[src/rtl/sobel_frame_sequencer_pkg.sv]
// rtl/sobel_frame_sequencer_pkg.sv - shared types and constants for the sobel frame sequencer
package sobel_frame_sequencer_pkg;

    localparam int MAX_PIXEL_BITS = 8;

    typedef enum logic [1:0] {
        IDLE  = 2'd0,
        LOAD  = 2'd1,
        DRAIN = 2'd2,
        DONE  = 2'd3
    } seq_state_t;

    localparam logic [1:0] SEL_PASS       = 2'b00;
    localparam logic [1:0] SEL_GRAY       = 2'b01;
    localparam logic [1:0] SEL_SOBEL      = 2'b10;
    localparam logic [1:0] SEL_GRAY_SOBEL = 2'b11;

endpackage

[src/rtl/sobel_frame_sequencer_out_buffer.sv]
// rtl/sobel_frame_sequencer_out_buffer.sv - single-entry result buffer with capture, consume and overflow detect
module seq_out_buffer
    import sobel_frame_sequencer_pkg::*;
(
    input  logic                      clk_i,
    input  logic                      reset_i,
    input  logic                      flush_i,
    input  logic                      enable_i,
    input  logic                      cap_i,
    input  logic [MAX_PIXEL_BITS-1:0] px_i,
    input  logic                      consume_i,
    output logic [MAX_PIXEL_BITS-1:0] px_o,
    output logic                      valid_o,
    output logic                      overflow_o
);

    logic                      r_valid;
    logic [MAX_PIXEL_BITS-1:0] r_px;
    logic                      w_consume;
    logic                      w_capture;

    assign w_consume  = r_valid && consume_i;
    // a capture in the same cycle as a consume refills the slot rather than dropping
    assign w_capture  = enable_i && cap_i && (!r_valid || w_consume);
    assign overflow_o = enable_i && cap_i && r_valid && !w_consume && !flush_i;
    assign px_o       = r_px;
    assign valid_o    = r_valid;

    always_ff @(posedge clk_i) begin
        if (reset_i || flush_i) begin
            r_valid <= 1'b0;
            r_px    <= '0;
        end else if (w_capture) begin
            r_valid <= 1'b1;
            r_px    <= px_i;
        end else if (w_consume) begin
            r_valid <= 1'b0;
        end
    end

endmodule

[src/rtl/sobel_frame_sequencer.sv]
// rtl/sobel_frame_sequencer.sv - frame controller between the SPI pixel stream and the gray/sobel datapath
module sobel_frame_sequencer
    import sobel_frame_sequencer_pkg::*;
#(
    parameter int FRAME_PX    = 64,
    parameter int TIMEOUT_CYC = 1024
) (
    input  logic                      clk_i,
    input  logic                      reset_i,
    input  logic                      cfg_start_i,
    input  logic [1:0]                cfg_select_i,
    input  logic                      abort_i,
    input  logic [MAX_PIXEL_BITS-1:0] in_px_i,
    input  logic                      in_valid_i,
    output logic                      in_ready_o,
    output logic [MAX_PIXEL_BITS-1:0] dp_px_o,
    output logic                      dp_px_rdy_o,
    output logic [1:0]                dp_select_o,
    output logic                      dp_start_sobel_o,
    input  logic [MAX_PIXEL_BITS-1:0] dp_px_i,
    input  logic                      dp_px_rdy_i,
    output logic [MAX_PIXEL_BITS-1:0] out_px_o,
    output logic                      out_valid_o,
    input  logic                      out_ready_i,
    output logic                      busy_o,
    output logic                      frame_done_o,
    output logic                      err_overflow_o,
    output logic                      err_timeout_o
);

    localparam int CW = $clog2(FRAME_PX + 1);
    localparam int TW = $clog2(TIMEOUT_CYC + 1);

    seq_state_t                r_state;
    seq_state_t                w_next;
    logic [CW-1:0]             r_in_cnt;
    logic [CW-1:0]             r_out_cnt;
    logic [TW-1:0]             r_to_cnt;
    logic [1:0]                r_select;
    logic                      r_sobel;
    logic [MAX_PIXEL_BITS-1:0] r_dp_px;
    logic                      r_dp_rdy;
    logic                      r_err_ovf;
    logic                      r_err_to;

    logic w_active, w_abort, w_start, w_accept, w_last_in, w_strobe;
    logic w_drained, w_to_fire, w_flush, w_buf_valid, w_ovf;

    assign w_active   = (r_state != IDLE);
    assign w_abort    = abort_i && w_active;
    assign w_start    = cfg_start_i && (r_state == IDLE);
    assign in_ready_o = (r_state == LOAD) && !w_buf_valid;
    assign w_accept   = in_valid_i && in_ready_o && !abort_i;
    assign w_last_in  = w_accept && (r_in_cnt == CW'(FRAME_PX - 1));
    assign w_strobe   = dp_px_rdy_i && w_active;
    assign w_drained  = (r_out_cnt == CW'(FRAME_PX)) && !w_buf_valid;
    // completion is checked before the idle limit so a late final result still finishes the frame
    assign w_to_fire  = (r_state == DRAIN) && !w_drained && !dp_px_rdy_i
                        && (r_to_cnt == TW'(TIMEOUT_CYC - 1));
    assign w_flush    = w_abort || w_to_fire;

    always_ff @(posedge clk_i) begin
        if (reset_i) begin
            r_state <= IDLE;
        end else begin
            r_state <= w_next;
        end
    end

    always_comb begin
        w_next = r_state;
        case (r_state)
            IDLE:    if (cfg_start_i) w_next = LOAD;
            LOAD:    if (w_last_in) w_next = DRAIN;
            DRAIN:   if (w_drained) w_next = DONE;
                     else if (w_to_fire) w_next = IDLE;
            DONE:    w_next = IDLE;
            default: w_next = IDLE;
        endcase
        if (w_abort) w_next = IDLE;
    end

    always_ff @(posedge clk_i) begin
        if (reset_i) begin
            r_dp_px   <= '0;
            r_dp_rdy  <= 1'b0;
            r_in_cnt  <= '0;
            r_out_cnt <= '0;
            r_to_cnt  <= '0;
        end else if (w_abort) begin
            r_dp_rdy  <= 1'b0;
            r_in_cnt  <= '0;
            r_out_cnt <= '0;
            r_to_cnt  <= '0;
        end else begin
            r_dp_rdy <= w_accept;
            if (w_accept) begin
                r_dp_px  <= in_px_i;
                r_in_cnt <= r_in_cnt + CW'(1);
            end
            if (w_start) begin
                r_in_cnt  <= '0;
                r_out_cnt <= '0;
                r_to_cnt  <= '0;
            end else begin
                if (w_strobe && (r_out_cnt != CW'(FRAME_PX))) r_out_cnt <= r_out_cnt + CW'(1);
                if (r_state == DRAIN) r_to_cnt <= dp_px_rdy_i ? '0 : r_to_cnt + TW'(1);
            end
        end
    end

    always_ff @(posedge clk_i) begin
        if (reset_i) begin
            r_select  <= SEL_PASS;
            r_sobel   <= 1'b0;
            r_err_ovf <= 1'b0;
            r_err_to  <= 1'b0;
        end else if (w_start) begin
            r_select  <= cfg_select_i;
            r_sobel   <= cfg_select_i[1];
            r_err_ovf <= 1'b0;
            r_err_to  <= 1'b0;
        end else begin
            if (w_active && (w_next == IDLE)) r_sobel <= 1'b0;
            if (w_ovf && !w_abort) r_err_ovf <= 1'b1;
            if (w_to_fire && !w_abort) r_err_to <= 1'b1;
        end
    end

    seq_out_buffer u_out_buffer (
        .clk_i      (clk_i),
        .reset_i    (reset_i),
        .flush_i    (w_flush),
        .enable_i   (w_active),
        .cap_i      (dp_px_rdy_i),
        .px_i       (dp_px_i),
        .consume_i  (out_ready_i),
        .px_o       (out_px_o),
        .valid_o    (w_buf_valid),
        .overflow_o (w_ovf)
    );

    assign out_valid_o      = w_buf_valid;
    assign dp_px_o          = r_dp_px;
    assign dp_px_rdy_o      = r_dp_rdy;
    assign dp_select_o      = r_select;
    assign dp_start_sobel_o = r_sobel;
    assign busy_o           = w_active;
    assign frame_done_o     = (r_state == DONE);
    assign err_overflow_o   = r_err_ovf;
    assign err_timeout_o    = r_err_to;

endmodule
[config.mk]
export PLATFORM = sky130hd
export DESIGN_NAME = sobel_frame_sequencer
export DESIGN_NICKNAME = d
export VERILOG_FILES = /design/src/rtl/sobel_frame_sequencer_pkg.sv /design/src/rtl/sobel_frame_sequencer_out_buffer.sv /design/src/rtl/sobel_frame_sequencer.sv
export SDC_FILE = /design/constraint.sdc
export NUM_CORES = 1
export LEC_CHECK = 0
export CAP_MARGIN = 0
export CORE_AREA = 2 2 94 60
export DETAILED_ROUTE_END_ITERATION = 10
export DIE_AREA = 0 0 96 62
export PLACE_DENSITY_LB_ADDON = 0.05
export SETUP_SLACK_MARGIN = 0.5
export SLEW_MARGIN = 5
export SYNTH_ARGS = -nofsm -noshare
export SYNTH_HDL_FRONTEND = slang
export SYNTH_SLANG_ARGS = --single-unit
[constraint.sdc]
create_clock -name clk_i -period 2.5 [get_ports clk_i]
set_input_delay 0.25 -clock clk_i [delete_from_list [all_inputs] [get_ports clk_i]]
set_output_delay 0.25 -clock clk_i [all_outputs]
set_load 0.01 [all_outputs]
==> results.cfg <==
[outcome]
status = finished, final reports clean

[logic_synthesis]
synth_top_area_share_pct = 45.2
synth-main-ff-cell = dfxtp_1
synth_top_area_cell = dfxtp_1
synth_fp_nets = 273
synth_area_leaders = dfxtp_1 (45%), mux2i_1 (5.9%), nand2_1 (4.7%)
ys_seq_area_share_pct = 45.2
synth_most_common_cell = dfxtp_1
async_flop_share_pct = 0
yosysUniqueCellTypes = 48
synth-seq-cells = 50
avgSynthCellArea_um2 = 9.08
syn_area_mm2 = 0.00221
synth_edf_count = 0
synthCells = 244
yosys_warnings = 0
synthTopCellsByCount = dfxtp_1 (50), nand2_1 (28), nor2_1 (24), a21oi_1 (14), mux2i_1 (13)

[power]
ir_drop_uv = 203
powerDensity_mw_per_mm2 = 506
finalPower_mw = 1.44
p_leak_nw = 0.961

[routing]
dr_wl_met3_um = 298
wl_met2_mm = 1.80
first_pass_iters = 4
vias = 1801
drt_iter0_drc = 109
ant_nets = 0
routed.top_layer = met4
totalWireLength_mm = 4.62
wl_per_cell_um = 12.7
wl_met1_mm = 2.48
via_per_inst = 4.96
route.detailed.drc = 0

[clock_tree]
cts_buffers = 5
clockBufferDepth = 2
cts_root_buffer = clkbuf_8
worstSkewPairLatency_ns = 0.31
cts.sinks = 50
hold_buffers = 0
cts_tree = yes
h-tree-depth = 2
clk_transition_reported_paths_ns = 0.09

[critical_path]
crit_buf_inv = 0
crit_slowest_cell = or4_4
max_stage_delay_ns = 0.55
critPathTopFamily = simple AND/OR/NAND/NOR gates
setup.worst_path.start_class = flip-flop
cp-end-kind = flip-flop
reg2reg_slack_ns = 0.64
path_class = reg -> reg
path_max_fanout = 9
crit_required_ns = 2.74
path_cells = or4_4 > or3_4 > a31o_2 > nor2_2
arrival_ns = 2.10

[finish]
fin_util_pct = 54.4
design_area_mm2 = 0.00285
fillers = 503
num-nets-final = 323
area_growth_pct = 28.5
instances_no_fill = 363
diodes = 0
drive_above_1_share_pct = 10.2

[placed_design]
dp_slack_ns = 0.474
placed_area_mm2 = 0.00275
dp_hpwl_mm = 3.36
dpl.cell_count = 355
place.port_buffers = 50
gp_congestion = 0.826

[timing]
fmax_mhz = 538
skew_ns = 0.00951
worst_slack_ns = 0.642
tightest_slew_ns = 0.495
tns_ns = 0
hold_violations = 0
maxSlewViolCount = 0
whs_ns = 0.454
rsz0062_at_grt = false
period_share_pct = 74.3
finalCriticalPeriod_ns = 1.86
setup_viol = 0
slew_headroom_pct = 66.9

[grt]
antenna_found_initial = 0
track_usage_pct = 16.3
grt_pass1_vias = 1454
grt-ovfl-total = 0
grt_max_degree = 18
grt_pass1_wl_mm = 7.20

[hold_path]
hp-class = reg -> reg

[die]
core.rowCount = 21
die_w_um = 96
die_area_mm2 = 0.00595
core_mm2 = 0.00523
io_pins = 51
initial_core_util_pct = 42.4
die_y_um = 62

[flow_run]
max_cap_violations = 0
[placed cells by master, fill, tap and decap left out, types with 2 or more instances in the layout]
| cell | n |
|---|---|
| clkdlybuf4s50_1 | 49 |
| dfxtp_1 | 48 |
| nand2_1 | 28 |
| nor2_1 | 24 |
| a21oi_1 | 14 |
| mux2i_1 | 13 |
| nor2_2 | 9 |
| xor2_1 | 9 |
| xnor2_1 | 9 |
| nor3_1 | 8 |
| nand4_1 | 7 |
| nand3_1 | 7 |
| clkbuf_8 | 5 |
| inv_1 | 4 |
| or3_1 | 4 |
| nor4_1 | 4 |
| ha_1 | 4 |
| buf_4 | 4 |
| nand2b_1 | 3 |
| a21o_1 | 3 |
| o21ai_0 | 3 |
| nor2b_1 | 3 |
| o32ai_1 | 3 |
| and2_1 | 2 |
| o211ai_1 | 2 |
| clkbuf_1 | 2 |
| dfxtp_4 | 2 |
[sequential cells by signal, summed over array words and instances, names as in the netlist]
signal / count
dp_px_o: 8
dp_px_rdy_o: 1
dp_select_o: 2
dp_start_sobel_o: 1
err_overflow_o: 1
err_timeout_o: 1
r_in_cnt: 7
r_out_cnt: 7
r_state: 2
r_to_cnt: 11
u_out_buffer.px_o: 8
u_out_buffer.valid_o: 1
[worst register-to-register path: cells and delay by family, from the launching register on]
| kind | cells | cell delay [ns] |
|---|---|---|
| and+or+nand+nor | 3 | 1.08 |
| DFF | 1 | 0.35 |
| AOI/OAI and AO/OA | 1 | 0.35 |
[area by class of cell]
class                           instances  area (um^2)  area share (%)
Timing Repair Buffer                   54          529            18.6
Multi-Input combinational cell        178         1130            39.6
Tap cell                               69         86.3            3.03
Inverter                                5         18.8           0.659
Sequential cell                        50         1010            35.4
Clock buffer                            7         76.3            2.68
[repair_timing]
| action | 4_1_cts | 5_1_grt |
|---|---|---|
| gates resized for setup | 6 | 1 |
| setup buffers | 1 | 0 |
| endpoints found under the setup margin | 1 | 9 |
[per-layer routing]
metal  vias up  global-route usage (%)
li1        937                       -
met1       816                    25.4
met2        42                    19.5
met3         6                    6.63
met4         0                    4.90
met5         -                       0
[cell families (layout without fill, tap and decap cells)]
kind of cell               after synthesis  after routing  synth area share (%)
AOI/OAI and AO/OA                       32             32                  9.21
xor gates and xnor gates                18             18                  7.12
adders and majority gates                4              4                  2.26
and+or+nand+nor                        111            111                  26.3
buffers and inverters                   16             66                  4.01
DFF                                     50             50                  45.2
muxes                                   13             13                  5.88
[power by group]
part / switching, mW / internal [mW] / leakage, nW
clock: 0.256 / 0.193 / 0.0383
sequential: 0.00826 / 0.810 / 0.406
combinational: 0.0792 / 0.0941 / 0.516
total: 0.343 / 1.10 / 0.961
[path summary, 6_finish.rpt]
check          startpoint              endpoint  cells past startpoint
max          r_out_cnt[2]  u_out_buffer.px_o[4]                      4
min            dp_px_o[7]            dp_px_o[7]                      2
max reg2reg  r_out_cnt[2]  u_out_buffer.px_o[4]                      4
min reg2reg    dp_px_o[7]            dp_px_o[7]                      2
Power figures use the tool's default switching activity.
==> patch 1, RTL diff (same settings) <==
`TIMEOUT_CYC`: 1024 -> 4096.
--- a/src/rtl/sobel_frame_sequencer.sv
+++ b/src/rtl/sobel_frame_sequencer.sv
@@ -3,7 +3,7 @@
     import sobel_frame_sequencer_pkg::*;
 #(
     parameter int FRAME_PX    = 64,
-    parameter int TIMEOUT_CYC = 1024
+    parameter int TIMEOUT_CYC = 4096
 ) (
     input  logic                      clk_i,
     input  logic                      reset_i,
Formal check against the unedited RTL: same outputs for any inputs over 10 cycles, from zero or initial values and one cycle with reset_i high; that may be too few to reach the edited logic, so the function may still have changed.
==> patch 1 against the original RTL <==
Total power increased by 12%. Design area grew 4.0%. Non-clock buffer count grew 3. Setup slack got worse by 2.4 ps. Die area unchanged. Sequential cell count up 2. Routed wire length up 13%. Critical path depth down 2. Synthesized area is 1.8% higher. Global-route usage grew 2.3 points. Synthesized cell count up 2.5%.
==> patch 1: results <==
{
  "status": "finished clean",
  "powerSeq_mw": 0.856,
  "p_per_area_nw_per_um2": 545,
  "skew_ps": 5.34,
  "p_leak_nw": 1.04,
  "fin_crit_ps": 1860,
  "syn-num-nets": 279,
  "whs_path_depth": 2,
  "timing.rr.end": "r_to_cnt[12]",
  "grt_max_degree": 17,
  "power_switching_mw": 0.376,
  "synth-seq-area-share": 0.462,
  "critPathSlowestCell": "clkdlybuf4s50_1",
  "drive_gt1_frac": 0.0822,
  "netlist-cell-type-count": 46,
  "path_clk_slew_ps": 90,
  "r2r-start": "r_to_cnt[0]",
  "cp_data_arrival_time_ps": 1610,
  "first_global_vias": 1672,
  "grtUsageTotal": 0.187,
  "synth_area_leaders": "dfxtp_1, nor2_1, xor2_1, mux2i_1, nand2_1",
  "rr_worst_depth": 5,
  "largest_register_ffs": 13,
  "drtIter0Drc": 89,
  "min_from": "dp_px_o[3]",
  "pre_cts_ws_ps": 535,
  "nets": 332,
  "crit_path_start": "r_state[0]",
  "worstPathMaxFanout": 13,
  "tightest_slew_ps": 506,
  "n_fill_cell": 495,
  "p_clk_frac": 0.360,
  "place_congestion": 0.794,
  "ir_drop_v": 0.000302,
  "insertion_delay_ps": 300,
  "synthFlopType": "dfxtp_1",
  "top_register": "r_to_cnt",
  "place_hpwl_mm": 3.85,
  "path_delay_family": "buffers and inverters",
  "reg2reg_slack_ps": 770,
  "whs_endpoint": "dp_px_o[3]",
  "grt_pass1_wl_mm": 8.33,
  "critical-path-max-stage-delay_ps": 570,
  "viasPerCell": 5.12,
  "wl_per_cell_um": 14.0,
  "ys_top_cells_by_count": "dfxtp_1, nor2_1, nand2_1",
  "endpoint": "in_ready_o"
}
-- patch 1: cell types whose count changed after synthesis, sizes merged, moves of 5 or more --
cell   change
xnor2      -5
nand3      +6
xor2       +5
nand2      -5
-- patch 1: kinds of logic (layout without fill, tap and decap cells) --
group / count (synthesis) / in the layout / synth area share
AOI/OAI and AO/OA: 33 / 33 / 0.0932
xor gates and xnor gates: 18 / 18 / 0.0699
adders and majority gates: 4 / 4 / 0.0222
buffers and inverters: 13 / 67 / 0.0250
DFF: 52 / 52 / 0.462
muxes: 12 / 12 / 0.0533
and+or+nand+nor: 118 / 118 / 0.275
-- patch 1: worst register-to-register path: stages, from the launching register on --
cell,delay (ps)
dfxtp_1,470
ha_1,270
nand2_1,130
nor3_1,280
or3b_1,370
a21oi_1,140
-- patch 1: layer usage --
| layer | track usage | vias to the layer above | wire (um) |
|---|---|---|---|
| met2 | 0.246 | 51 | 2000 |
| met4 | 0.0429 | 0 | 37 |
| met5 | 0 | - | 0 |
| li1 | - | 988 | - |
| met3 | 0.0603 | 5 | 404 |
| met1 | 0.288 | 866 | 2790 |
-- patch 1: metrics by stage --
stage,utilization,cells,area [sq um],hold WS (ps)
after global routing,0.566,373,2960,475
after global placement,0.543,364,2840,443
after floorplan,-,250,2250,397
after detailed placement,0.543,364,2840,448
final,0.566,373,2960,459
after CTS,0.566,373,2960,460
-- patch 1: area by class of cell --
class | count | area share
clock buffers | 5 | 0.0233
clock inverters | 3 | 0.0144
inverters | 2 | 0.00254
multi-input cells | 185 | 0.391
flip-flops and latches | 52 | 0.353
well taps | 69 | 0.0292
repair buffers | 57 | 0.187
-- patch 1: what timing repair did --
item | 4_1_cts | 5_1_grt
gates resized for setup | 1 | 1
buffers inserted | 1 | 0
cloned | 0 | 0
setup endpoints to repair | 1 | 1
==> patch 2, RTL diff (config.mk and constraints unchanged) <==
Made on the original files. Re-encode `seq_state_t` (4 states) as one-hot, 4 bits wide.
--- a/src/rtl/sobel_frame_sequencer_pkg.sv
+++ b/src/rtl/sobel_frame_sequencer_pkg.sv
@@ -3,11 +3,11 @@
 
     localparam int MAX_PIXEL_BITS = 8;
 
-    typedef enum logic [1:0] {
-        IDLE  = 2'd0,
-        LOAD  = 2'd1,
-        DRAIN = 2'd2,
-        DONE  = 2'd3
+    typedef enum logic [3:0] {
+        IDLE  = 4'b0001,
+        LOAD  = 4'b0010,
+        DRAIN = 4'b0100,
+        DONE  = 4'b1000
     } seq_state_t;
 
     localparam logic [1:0] SEL_PASS       = 2'b00;
Check against the original RTL: same outputs for any inputs over 10 cycles, from zero or initial values and one cycle with reset_i high; not proved beyond that.
==> patch 2 against the original RTL <==
Synthesized area is 6.6% higher. Setup slack worse by 93 ps. Design area is 9.6% higher. Core utilization is 5.2 points higher. Sequential cell count is 2 higher. Largest power group unchanged. Routed wire length is 20% higher. Total power is 7.7% higher.
==> patch 2: results <==
{
  "synth-seq-area-share": 0.441,
  "p_leak_nw": 1.14,
  "drtIter0Drc": 123,
  "grtUsageTotal": 0.184,
  "drive_gt1_frac": 0.138,
  "status": "finished clean",
  "crit_type": "reg -> out",
  "n_fill_cell": 491,
  "endpoint": "busy_o",
  "grt_pass1_wl_mm": 8.38,
  "power_switching_mw": 0.382,
  "ir_drop_v": 0.000216,
  "synth_area_per_cell_sq_um": 8.88,
  "ys_top_cells_by_count": "dfxtp_1, nand2_1, nor2_1",
  "place_hpwl_mm": 3.85,
  "viasPerCell": 5.27,
  "routed_wl_mm": 5.53,
  "rr_worst_depth": 7,
  "vias": 2087,
  "syn-num-nets": 295,
  "timing.rr.end": "u_out_buffer.px_o[5]",
  "place_inst": 377,
  "synthFlopType": "dfxtp_1",
  "first_global_vias": 1689,
  "skew_ps": 6.14,
  "place_congestion": 0.798,
  "reg2reg_slack_ps": 610,
  "cp_data_arrival_time_ps": 1700,
  "slew_headroom": 0.480
}
[patch 2: cell count changes after synthesis, moves of 3 or more]
| cell | delta |
|---|---|
| nand4_1 | +3 |
| nor2_2 | -7 |
| nand2_1 | +9 |
| a21oi_1 | +6 |
| or2_2 | +4 |
| buf_2 | +3 |
| nor2_1 | +5 |
| and2_1 | +3 |
| mux2i_1 | -4 |
[patch 2: logic make-up (layout without fill, tap and decap cells)]
family                   Yosys count  count (layout)  share of synthesized area
AO/OA/AOI/OAI                     36              37                     0.0965
adder cells (fa/ha/maj)            4               4                     0.0212
multiplexers                       9               9                     0.0382
flip-flops                        52              52                      0.441
buffers and inverters             17              77                     0.0360
XOR/XNOR                          18              18                     0.0668
AND/OR/NAND/NOR                  130             130                      0.300
[patch 2: worst min path at each step]
| stage | from | cells past startpoint | end |
|---|---|---|---|
| 2_1_floorplan | in_px_i[0] | 2 | dp_px_o[0] |
| 3_3_place_gp | dp_px_o[7] | 2 | dp_px_o[7] |
| 3_5_place_dp | dp_px_o[6] | 2 | dp_px_o[6] |
| 4_1_cts | dp_px_o[6] | 2 | dp_px_o[6] |
| 5_1_grt | dp_px_o[1] | 2 | dp_px_o[1] |
| 6_report | dp_px_o[6] | 2 | dp_px_o[6] |
[patch 2: critical path, stage by stage (launching register included)]
cell	delay (ps)
dfxtp_2	360
or2_2	330
nor3b_2	220
inv_2	150
dlygate4sd2_1	320
[patch 2: stage by stage]
stage               area [sq um]   util  setup WS (ps)  hold WS (ps)
floorplan                   2360      -            721           386
global placement            2910  0.557            510           442
detailed placement          2910  0.557            493           449
CTS                         3020  0.577            367           461
global route                3120  0.597            503           486
finish                      3120  0.597            549           458
[patch 2: layout make-up]
type | instances | area share
clock buffer | 8 | 0.0289
multi-input combinational | 198 | 0.406
sequential | 52 | 0.336
tap | 69 | 0.0277
inverter | 5 | 0.00602
timing repair buffer | 64 | 0.195
[patch 2: repair_timing]
item	in CTS	in global routing
pin swaps	1	3
endpoints found under the setup margin	11	27
resized for setup	3	8
gates cloned	1	0
buffers inserted	0	10
[patch 2: power groups by stage]
stage               Clock (mW)  Sequential [mW]  Combinational (mW)
floorplan                    0            0.874              0.0929
CTS                      0.504            0.855               0.182
detailed placement           0            0.874               0.179
global route             0.537            0.858               0.211
global placement             0            0.874               0.179
finish                   0.500            0.855               0.197
[patch 2: metal layers]
metal  global-route usage  share of wire
met2                0.255           0.41
met5                    0              0
met4               0.0429         0.0051
met3               0.0458          0.053
met1                0.285           0.53
